<file path="src/rtl/e_clock_gen.sv">
// E clock generator and VPA/VMA synchronous-peripheral handshake.
// A free-running divider produces E. A small FSM aligns peripheral
// transfers to the E period so that vma_n brackets the E-high phase.
module e_clock_gen #(
  parameter int unsigned E_LOW  = 6,
  parameter int unsigned E_HIGH = 4,
  parameter int unsigned CNT_W  = 4
) (
  input  logic             clk,
  input  logic             rst_n,
  input  logic             as_n,
  input  logic             vpa_n,
  output logic             e,
  output logic             vma_n,
  output logic [CNT_W-1:0] e_phase,
  output logic             cycle_done,
  output logic             busy
);

  localparam int unsigned PERIOD = E_LOW + E_HIGH;

  // Last phase before wrap, first E-high phase, and the phase at which a
  // pending request commits so vma_n leads E rising by two clocks.
  localparam logic [CNT_W-1:0] CNT_LAST = CNT_W'(PERIOD - 1);
  localparam logic [CNT_W-1:0] CNT_RISE = CNT_W'(E_LOW);
  localparam logic [CNT_W-1:0] CNT_SYNC = CNT_W'(E_LOW - 3);

  typedef enum logic [1:0] {
    IDLE,
    WAIT_SYNC,
    ASSERT,
    HOLD
  } state_t;

  logic [CNT_W-1:0] cnt;
  logic [CNT_W-1:0] cnt_nxt;
  logic             wrap_c;

  logic             as_r;
  logic             vpa_r;

  state_t           state;
  state_t           state_nxt;
  logic             vma_n_nxt;
  logic             done_nxt;
  logic             busy_nxt;

  // Phase counter next value; wraps at the end of the E period.
  always_comb begin
    wrap_c  = (cnt == CNT_LAST);
    cnt_nxt = wrap_c ? '0 : cnt + CNT_W'(1);
  end

  // Free-running divider; e is registered so it lines up with cnt.
  always_ff @(posedge clk or negedge rst_n) begin
    if (!rst_n) begin
      cnt <= '0;
      e   <= 1'b0;
    end else begin
      cnt <= cnt_nxt;
      e   <= (cnt_nxt >= CNT_RISE);
    end
  end

  assign e_phase = cnt;

  // Bus inputs registered in asserted-true sense.
  always_ff @(posedge clk or negedge rst_n) begin
    if (!rst_n) begin
      as_r  <= 1'b0;
      vpa_r <= 1'b0;
    end else begin
      as_r  <= ~as_n;
      vpa_r <= ~vpa_n;
    end
  end

  // Handshake state register.
  always_ff @(posedge clk or negedge rst_n) begin
    if (!rst_n) begin
      state <= IDLE;
    end else begin
      state <= state_nxt;
    end
  end

  // Next-state and next-output logic; abort on as_r low beats the wrap.
  always_comb begin
    state_nxt = state;
    done_nxt  = 1'b0;
    vma_n_nxt = 1'b1;
    busy_nxt  = 1'b0;

    case (state)
      IDLE: begin
        if (as_r && vpa_r) begin
          state_nxt = WAIT_SYNC;
        end
      end
      WAIT_SYNC: begin
        if (!as_r) begin
          state_nxt = IDLE;
        end else if (cnt == CNT_SYNC) begin
          state_nxt = ASSERT;
        end
      end
      ASSERT: begin
        if (!as_r) begin
          state_nxt = IDLE;
        end else if (wrap_c) begin
          state_nxt = HOLD;
          done_nxt  = 1'b1;
        end
      end
      HOLD: begin
        if (!as_r) begin
          state_nxt = IDLE;
        end
      end
      default: begin
        state_nxt = IDLE;
      end
    endcase

    vma_n_nxt = (state_nxt != ASSERT);
    busy_nxt  = (state_nxt != IDLE);
  end

  // Registered handshake outputs.
  always_ff @(posedge clk or negedge rst_n) begin
    if (!rst_n) begin
      vma_n      <= 1'b1;
      cycle_done <= 1'b0;
      busy       <= 1'b0;
    end else begin
      vma_n      <= vma_n_nxt;
      cycle_done <= done_nxt;
      busy       <= busy_nxt;
    end
  end

endmodule

</file>
<file path="config.mk">
export PLATFORM = sky130hd
export DESIGN_NAME = e_clock_gen
export DESIGN_NICKNAME = d
export VERILOG_FILES = /design/src/rtl/e_clock_gen.sv
export SDC_FILE = /design/constraint.sdc
export NUM_CORES = 1
export LEC_CHECK = 0
export CORE_ASPECT_RATIO = 1.1
export CORE_UTILIZATION = 25
export DETAILED_ROUTE_END_ITERATION = 8
export SLEW_MARGIN = 10
export SYNTH_ARGS = -nofsm -noshare
export SYNTH_HDL_FRONTEND = slang
export SYNTH_SLANG_ARGS = --single-unit
export TNS_END_PERCENT = 50
</file>
<file path="constraint.sdc">
create_clock -name clk -period 1.7 [get_ports clk]
set_input_delay 0.34 -clock clk [delete_from_list [all_inputs] [get_ports clk]]
set_output_delay 0.34 -clock clk [all_outputs]
set_load 0.01 [all_outputs]
</file>
# After elaboration in Yosys (flattened, before gate mapping)
# Index checks and enable logic that the tools add are counted.
totals:
  register_bits: 12
  input_bits: 4
  out_inout_bits: 8
classes:
  add_sub_neg: 1
  n_lt_le_gt_ge: 1
  n_eq_ne: 6
  mux: 11
  bitwise_logic: 2
  n_reduce_logical: 3
ops:
  columns: ["cell", "n"]
  rows:
  - ["$mux W2", 6]
  - ["$pmux W2 S4", 1]
  - ["$add A4 B1 Y4 const B", 1]
  - ["$eq A2 B2 Y1 const B", 2]
  - ["$eq A4 B2 Y1 const B", 1]
  - ["$eq A4 B4 Y1 const B", 1]
  - ["$ge A4 B3 Y1 const B", 1]
  - ["$mux W4", 1]
  - ["$mux W1", 3]
  - ["$eq A2 B1 Y1 const B", 1]
  - ["$logic_not A2 Y1", 1]
  - ["$ne A2 B2 Y1 const B", 1]
  - ["$not A1 Y1", 2]
  - ["$reduce_bool A2 Y1", 1]
  - ["$logic_and A1 B1 Y1", 1]

# Logic depth before layout (Yosys ltp)
# Gate-level depths: netlist of run 1.
logic_depth:
  depth_word: 5
  depth_mapped: 4

# Least setup slack after synthesis of run 1
# No wires, ideal clock.
synth_path:
  path_kind: "register to register"
  start: "reg cnt[2], in the netlist e_phase[2]"
  end: "reg state[0]"
  arrival_ps: 990
  required_time_ps: 1567
  slack_ps: 577
  path_stages_with_launch: 4
  synth_period_minus_slack_ps: 1123
  path_cell_list: "dfrtp_1 -> buf_2 -> o41ai_2 -> nor3b_1"
synth_via:
  elab_chain_len: 4
  word_cells_on_any_way: 7
synth_lines:
  columns: ["item", "line", "text"]
  rows:
  - ["from (decl)", "35", "logic [CNT_W-1:0] cnt;"]
  - ["from (signal assigned)", "60", "cnt <= cnt_nxt;"]
  - ["$eq A4 B4 Y1 or $eq A4 B2 Y1 (tied branches)", "50, 103", null]
  - ["$mux W2 (on tied branches)", "110, 103", null]
  - ["$mux W2 (on tied branches)", "108, 101", null]
  - ["$pmux W2 S4 (*)", "94", "case (state)"]
  - ["via state_nxt[0]", "43", "state_t state_nxt;"]
  - ["to (signal assigned)", "83", "state <= state_nxt;"]
  - ["to (decl)", "42", "state_t state;"]
# Mark *: on every way through the listed nets, which the timed path passes. The rest lies on a longest branch.

# Worst setup path in the final report of run 1
layout_path:
  start: "reg vma_n"
  end: "out vma_n"
layout_rtl:
  columns: ["item", "line", "text"]
  rows:
  - ["from (decl)", "14", "output logic vma_n,"]
  - ["from (signal assigned)", "136", "vma_n <= vma_n_nxt;"]
# No word-level cell between the ends.

==> results of run 1 <==
## sequential cells by signal, summed over array words and instances, names as in the netlist
| name | cells |
|---|---|
| as_r | 1 |
| e_phase | 4 |
| vpa_r | 1 |
| e | 1 |
| busy | 1 |
| vma_n | 1 |
| cycle_done | 1 |
| state | 2 |
## synth_stat cells, drive strengths merged
cell type  instances  area share, %
dfrtp             11             52
nand3b             4            5.7
nor4               1            1.2
nand3              1           0.95
a22o               1            1.7
a21oi              1           0.95
nand2              1            1.2
mux2               1            2.1
xnor2              1            1.7
o31a               1            1.7
nand2b             1            1.2
nor3b              1            1.4
a22oi              1            1.4
a31oi              1            1.2
buf                3            4.5
dfstp              1            5.0
o21ai              5            4.8
inv                5            3.6
nor4b              1            2.9
o21a               1            1.4
o41ai              1            3.1
## through the flow
| stage | setup slack, ns | hold slack [ns] | utilization [%] | cells |
|---|---|---|---|---|
| 6_report | 0.0607 | 0.408 | 35.4 | 87 |
| 5_1_grt | 0.00524 | 0.439 | 35.4 | 87 |
| 4_1_cts | 0.0122 | 0.424 | 35.3 | 87 |
| 3_5_place_dp | 0.320 | 0.466 | 33.5 | 83 |
| 3_3_place_gp | 0.336 | 0.467 | 33.5 | 83 |
| 2_1_floorplan | 0.577 | 0.0444 | - | 44 |
## how the worst max path moves through the flow
stage,from,end,depth (start not counted)
floorplan,e_phase[2],state[0],3
global placement,e_phase[3],e_phase[3],1
detailed placement,e_phase[3],e_phase[3],1
CTS,e_phase[3],e_phase[3],1
global route,vma_n,vma_n,1
finish,vma_n,vma_n,1
## final cells by class
cell class / instances / area (sq um) / area share, %
Clock buffer: 4 / 36.3 / 5.13
Inverter: 5 / 18.8 / 2.65
Multi-Input combinational cell: 24 / 181 / 25.7
Sequential cell: 12 / 303 / 42.8
Tap cell: 28 / 35.0 / 4.96
Timing Repair Buffer: 14 / 133 / 18.8
## power breakdown
part | switching, mW | total (mW) | internal [mW]
registers | 0.00403 | 0.295 | 0.291
logic | 0.00896 | 0.0224 | 0.0134
clock network | 0.0959 | 0.226 | 0.130
## worst register-to-register path, stage by stage (launching register included)
cell     delay (ns)
dfrtp_1        0.35
buf_4          0.16
inv_2          0.05
o41ai_2        0.37
nor3b_1        0.09
## routing by layer
layer / part of all wire [%] / vias to the layer above
met5: 0 / -
met4: 0 / 0
met3: 1.3 / 0
met2: 49 / 6
met1: 50 / 162
li1: - / 188
## cell families after synthesis
kind of cell	after synthesis	share of synthesized area [%]
mux	1	2.14
flops	12	57.4
xor+xnor	1	1.67
simple gates	10	14.5
buf+inv	8	8.10
compound gates	12	16.2
## what timing repair did
| item | CTS | global route |
|---|---|---|
| endpoints found under the hold margin | 0 | 0 |
| gates resized for setup | 0 | 1 |
| endpoints found under the setup margin | 0 | 1 |
==> summary.md, run 1 <==
| Metric | Value |
|---|---|
| Setup TNS | 0 ns |
| Critical path, cell by cell | clkdlybuf4s50_1 |
| Root Buffer | clkbuf_4 |
| Inserted Clock Buffers | 3 |
| Final period util | approximately 96% |
| # port buffers | 11 |
| Startpoint Class | register |
| GR peak layer | met2 |
| Total track usage | 9.40% |
| Initial antenna violation count | 0 |
| # Post-CTS Setup Buffers | 0 |
| Failing checks | DRC |
| Ratio of cells with drive above 1 in the final layout | 25.4% |
| # nets final | 64 |
| #FFs+latches synth | 12 |
| M1 GR Usage | between 10% and 20% |
| Fmax | 0.610 GHz |
| Cells after synthesis | 44 |
| First-pass GRT wire length | 1440 um |
| Syn Std Cell Area | roughly 530 sq um |
| R2r setup slk | roughly 0.57 ns |
| Residual DRC | 1 |
| Critical Path AT | between 1 and 1.5 ns |
| Gr ovfl total | 0 |
| Slew headroom | 65.3% |
| Worst vdd ir | 341 uV |
| Initial Utilization | 26.3% |
| Setup crit end kind | output port |
| H-tree levels | 1 |
| Leading cell type in the layout, fill and taps excluded | clkdlybuf4s50_1 |
| CTS tree | yes |
| Min Tclk post-route | 1.64 ns |
| Kind of critical path | reg -> out |
| Syn Nets | 48 |
| Initial DRC Count | 4 |
| Iteration count of the initial detailed-routing pass | 7 |
| Sequential-to-total area share from yosys stat | between 50 and 60% |
| R2R Path End | state[0] |
| Synth cell types | 25 |
| DP HPWL | 564 um |
| Worst R2R Path Depth | 4 |
| CP bufs+invs | 1 |
| CTS Hold Bufs | 0 |
| Final instance area | 707 sq um |
| Core area | 0.00200 sq mm |
| GP Congestion | between 0.7 and 0.8 |
| Commonest cells after routing, fill and taps aside | clkdlybuf4s50_1 (11), dfrtp_1 (10), o21ai_0 (4), nand3b_1 (4) |
| Vias | 356 |
| Largest net degree at the start of global routing | 13 |
| Vias in the first global route | 328 |
| CP max FO | 1 |
| # IOs | 12 |
| Status | finished with violations |
| ANT nets after route | 0 |
| Die width | 45.7 um |
| RSZ-0062 raised after global routing | false |
| Routed WL | 799 um |
| Final hold violation count | 0 |
| P&R area growth vs syn | 34.5% |
| Met2 Usage GRT | 12.4% |
| Crit-path slowest cell | dfstp_2 |
| GR Layer Usage met3 | 3.30% |
| Leakage | 0.302 nW |
| Design Power | 0.544 mW |
| Skew-Pair Late Insertion Delay | roughly 0.27 ns |
| Clock transition at path regs | 0.08 ns |
| Vias per std cell | 4.09 |
| Die Y | 50.1 um |
| Slew Limit Fails | 0 |
| Synth Area per Inst | 11.9 sq um |
| Hold Crit Class | in -> async |
| Die Area | 0.00229 sq mm |
| R2R Path Start | e_phase[0] |
| Fillers | 209 |
| Req. time, crit path | 1.36 ns |
| Final setup violating endpoints | 0 |
| Ant. Diodes | 0 |
| Final Skew | 0.00524 ns |
| Routed length per instance | 9.18 um |
| Cell Area, Placed | 669 sq um |
| Yosys Warn Count | 0 |
| Least-Margin Pin Slew | a little over 0.5 ns |
| CP top delay family | flip-flops |
| Max cap viols | 0 |
| Cell Pwr Density | 769 mW/mm^2 |
| Number of core rows | 17 |
| CTS max path bufs | 2 |
| CP max stage delay | 0.52 ns |
| # clock sinks | 12 |
(Power assumes the default switching activity.)
==> run 2, diff against run 1 <==
--- a/config.mk
+++ b/config.mk
@@ -6,6 +6,7 @@
 export NUM_CORES = 1
 export LEC_CHECK = 0
 export CORE_ASPECT_RATIO = 1.1
+export CORE_MARGIN = 2
 export CORE_UTILIZATION = 25
 export DETAILED_ROUTE_END_ITERATION = 8
 export SLEW_MARGIN = 10
==> constraint.sdc (replaced) <==
create_clock -name clk -period 1.96 [get_ports clk]
set_input_delay 0.392 -clock clk [delete_from_list [all_inputs] [get_ports clk]]
set_output_delay 0.392 -clock clk [all_outputs]
set_load 0.01 [all_outputs]
==> run 2 against run 1 <==
  * The run now ends clean
  * Power fell by 19%
  * Utilization fell by 1.7 points
  * Largest power group unchanged
  * Sequential share of layout area rose by 2.0 points
  * Critical path depth did not move
  * Flip-flop and latch count did not move
  * Combinational power fell by 10%
  * First-iteration DRC count rose by 25%
  * Critical endpoint is now e_phase[2]
  * Clock power fell by 28%
  * Hold slack improved by 0.060 ns
==> summary.md, run 2 (synthesis gave the netlist of run 1 again) <==
| Metric | Value |
|---|---|
| Max cap viols | 0 (unchanged) |
| # Post-CTS Setup Buffers | 0 (unchanged) |
| Status | finished, final reports clean |
| CP top delay family | buffers and inverters |
| Die Area | 0.00249 sq mm (+8.5%) |
| Vias in the first global route | 336 (+2.4%) |
| ANT nets after route | 0 (unchanged) |
| Final setup violating endpoints | 0 (unchanged) |
| CP max FO | 11 (+10) |
| CTS Hold Bufs | 0 (unchanged) |
| Number of core rows | 17 (unchanged) |
| Iteration count of the initial detailed-routing pass | 4 (-3) |
| Initial antenna violation count | 0 (unchanged) |
| Min Tclk post-route | 1.85 ns |
| Placed Cells | 80 (-3.6%) |
| Vias | 365 (+2.5%) |
| Leakage | 0.281 nW (-6.9%) |
| Startpoint Class | register |
| Skew-Pair Late Insertion Delay | 0.28 ns (about the same) |
| Cell Area, Placed | 647 sq um (-3.4%) |
| Clock transition at path regs | 0.08 ns (about the same) |
| Gr ovfl total | 0 (unchanged) |
| Final hold violation count | 0 (unchanged) |
| CTS max path bufs | 2 (unchanged) |
| Root Buffer | clkbuf_4 |
| Residual DRC | 0 (-1) |
| Final period util | between 90% and 100% |
| Setup TNS | 0 ns (unchanged) |
| Largest net degree at the start of global routing | 13 (unchanged) |
| GP Congestion | 0.754 (+3.6%) |
| Crit-path slowest cell | clkdlybuf4s50_1 |
| Ant. Diodes | 0 (unchanged) |
| P&R area growth vs syn | 28.1% |
| Die Y | 52.1 um (+4.0%) |
| # nets final | 61 (-4.7%) |
| Critical path, cell by cell | clkdlybuf4s50_1 |
| Fmax | 0.539 GHz |
| Worst hold slack | 0.468 ns (+0.0604 ns) |
| Ratio of cells with drive above 1 in the final layout | 17.9% (-7.6 points) |
| Max FFs per register | 4 (unchanged) |
| Least-Margin Pin Slew | 0.561 ns (+0.0427 ns) |
| Worst vdd ir | 237 uV (-30%) |
| Final instance area | 673 sq um (-4.8%) |
| Vias per std cell | 4.35 (+6.2%) |
| Critical Path AT | 1.46 ns (+0.16 ns) |
| DP Worst Slack | 0.410 ns (+0.0902 ns) |
| H-tree levels | 1 (unchanged) |
| # clock sinks | 12 (unchanged) |
| Die width | 47.7 um (+4.4%) |
| Finished Core Util | 33.7% (-1.7 points) |
| Fillers | 217 (+3.8%) |
| CP bufs+invs | 1 (unchanged) |
| Routed length per instance | 11.0 um (+20%) |
| CTS tree | yes |
| Routed WL | 928 um (+16%) |
| # port buffers | 11 (unchanged) |
| Slew headroom | 62.5% (-2.9 points) |
| Commonest cells after routing, fill and taps aside | dfrtp_1 (11), clkdlybuf4s50_1 (11), o21ai_0 (4), nand3b_1 (4) |
| Core area | 0.00200 sq mm (unchanged) |
| RSZ-0062 raised after global routing | false |
| Initial DRC Count | 5 (+1) |
| Final Skew | 0.0142 ns (+0.00896 ns) |
| First-pass GRT wire length | 1460 um (+0.90%) |
| Inserted Clock Buffers | 3 (unchanged) |
| Hold Crit Class | in -> async |
| Post-route setup slack | 0.106 ns (+0.0450 ns) |
| Slew Limit Fails | 0 (unchanged) |
| Design Power | 0.439 mW (-19%) |
| Total track usage | 8.87% (-0.53 points) |
| Initial Utilization | 26.3% (unchanged) |
| # IOs | 12 (unchanged) |
| CP max stage delay | 0.61 ns (+0.09 ns) |
| Cell Pwr Density | 653 mW/mm^2 (-15%) |
| Kind of critical path | reg -> out |
| Post-CTS Resized | 0 (unchanged) |
| Req. time, crit path | 1.57 ns (+0.21 ns) |
| DP HPWL | 635 um (+12%) |
| Finished Layout Cells | 84 (-3.4%) |
| Setup crit end kind | output port |
-- run 2: cell count changes in the layout (fill, tap and decap cells not counted) --
cell / change
buf_4: -3
clkbuf_1: +1
clkbuf_8: -1
dfrtp_1: +1
dfrtp_2: -1
-- run 2: cell type report --
cell class	instances	area, sq um	area share (%)
Clock buffer	4	26.3	3.90
Inverter	5	18.8	2.79
Sequential cell	12	302	44.8
Tap cell	28	35.0	5.20
Timing Repair Buffer	11	110	16.4
Multi-Input combinational cell	24	181	27.0
-- run 2: worst paths after layout --
kind,startpoint,endpoint,slack (ns),cells past startpoint
worst max-delay path,e_phase[2],e_phase[2],0.11,1
worst min-delay path,rst_n,e,0.47,1
worst max register to register,e_phase[0],state[0],0.71,3
worst min register to register,as_r,vma_n,0.48,1
max in group asynchronous,rst_n,vma_n,1.10,1
min in group clk,as_r,vma_n,0.48,1
-- run 2: layer usage --
metal	GRT usage, %	part of all wire (%)	vias up
met1	11.1	48	168
met2	12.0	45	12
li1	-	-	181
met3	3.13	3.6	4
met5	0	0	-
met4	6.76	3.3	0
-- run 2: report_power, final --
| part | switching, mW | total [mW] | internal (mW) |
|---|---|---|---|
| Sequential | 0.00376 | 0.257 | 0.253 |
| Clock | 0.0840 | 0.163 | 0.0788 |
| Combinational | 0.00847 | 0.0201 | 0.0117 |
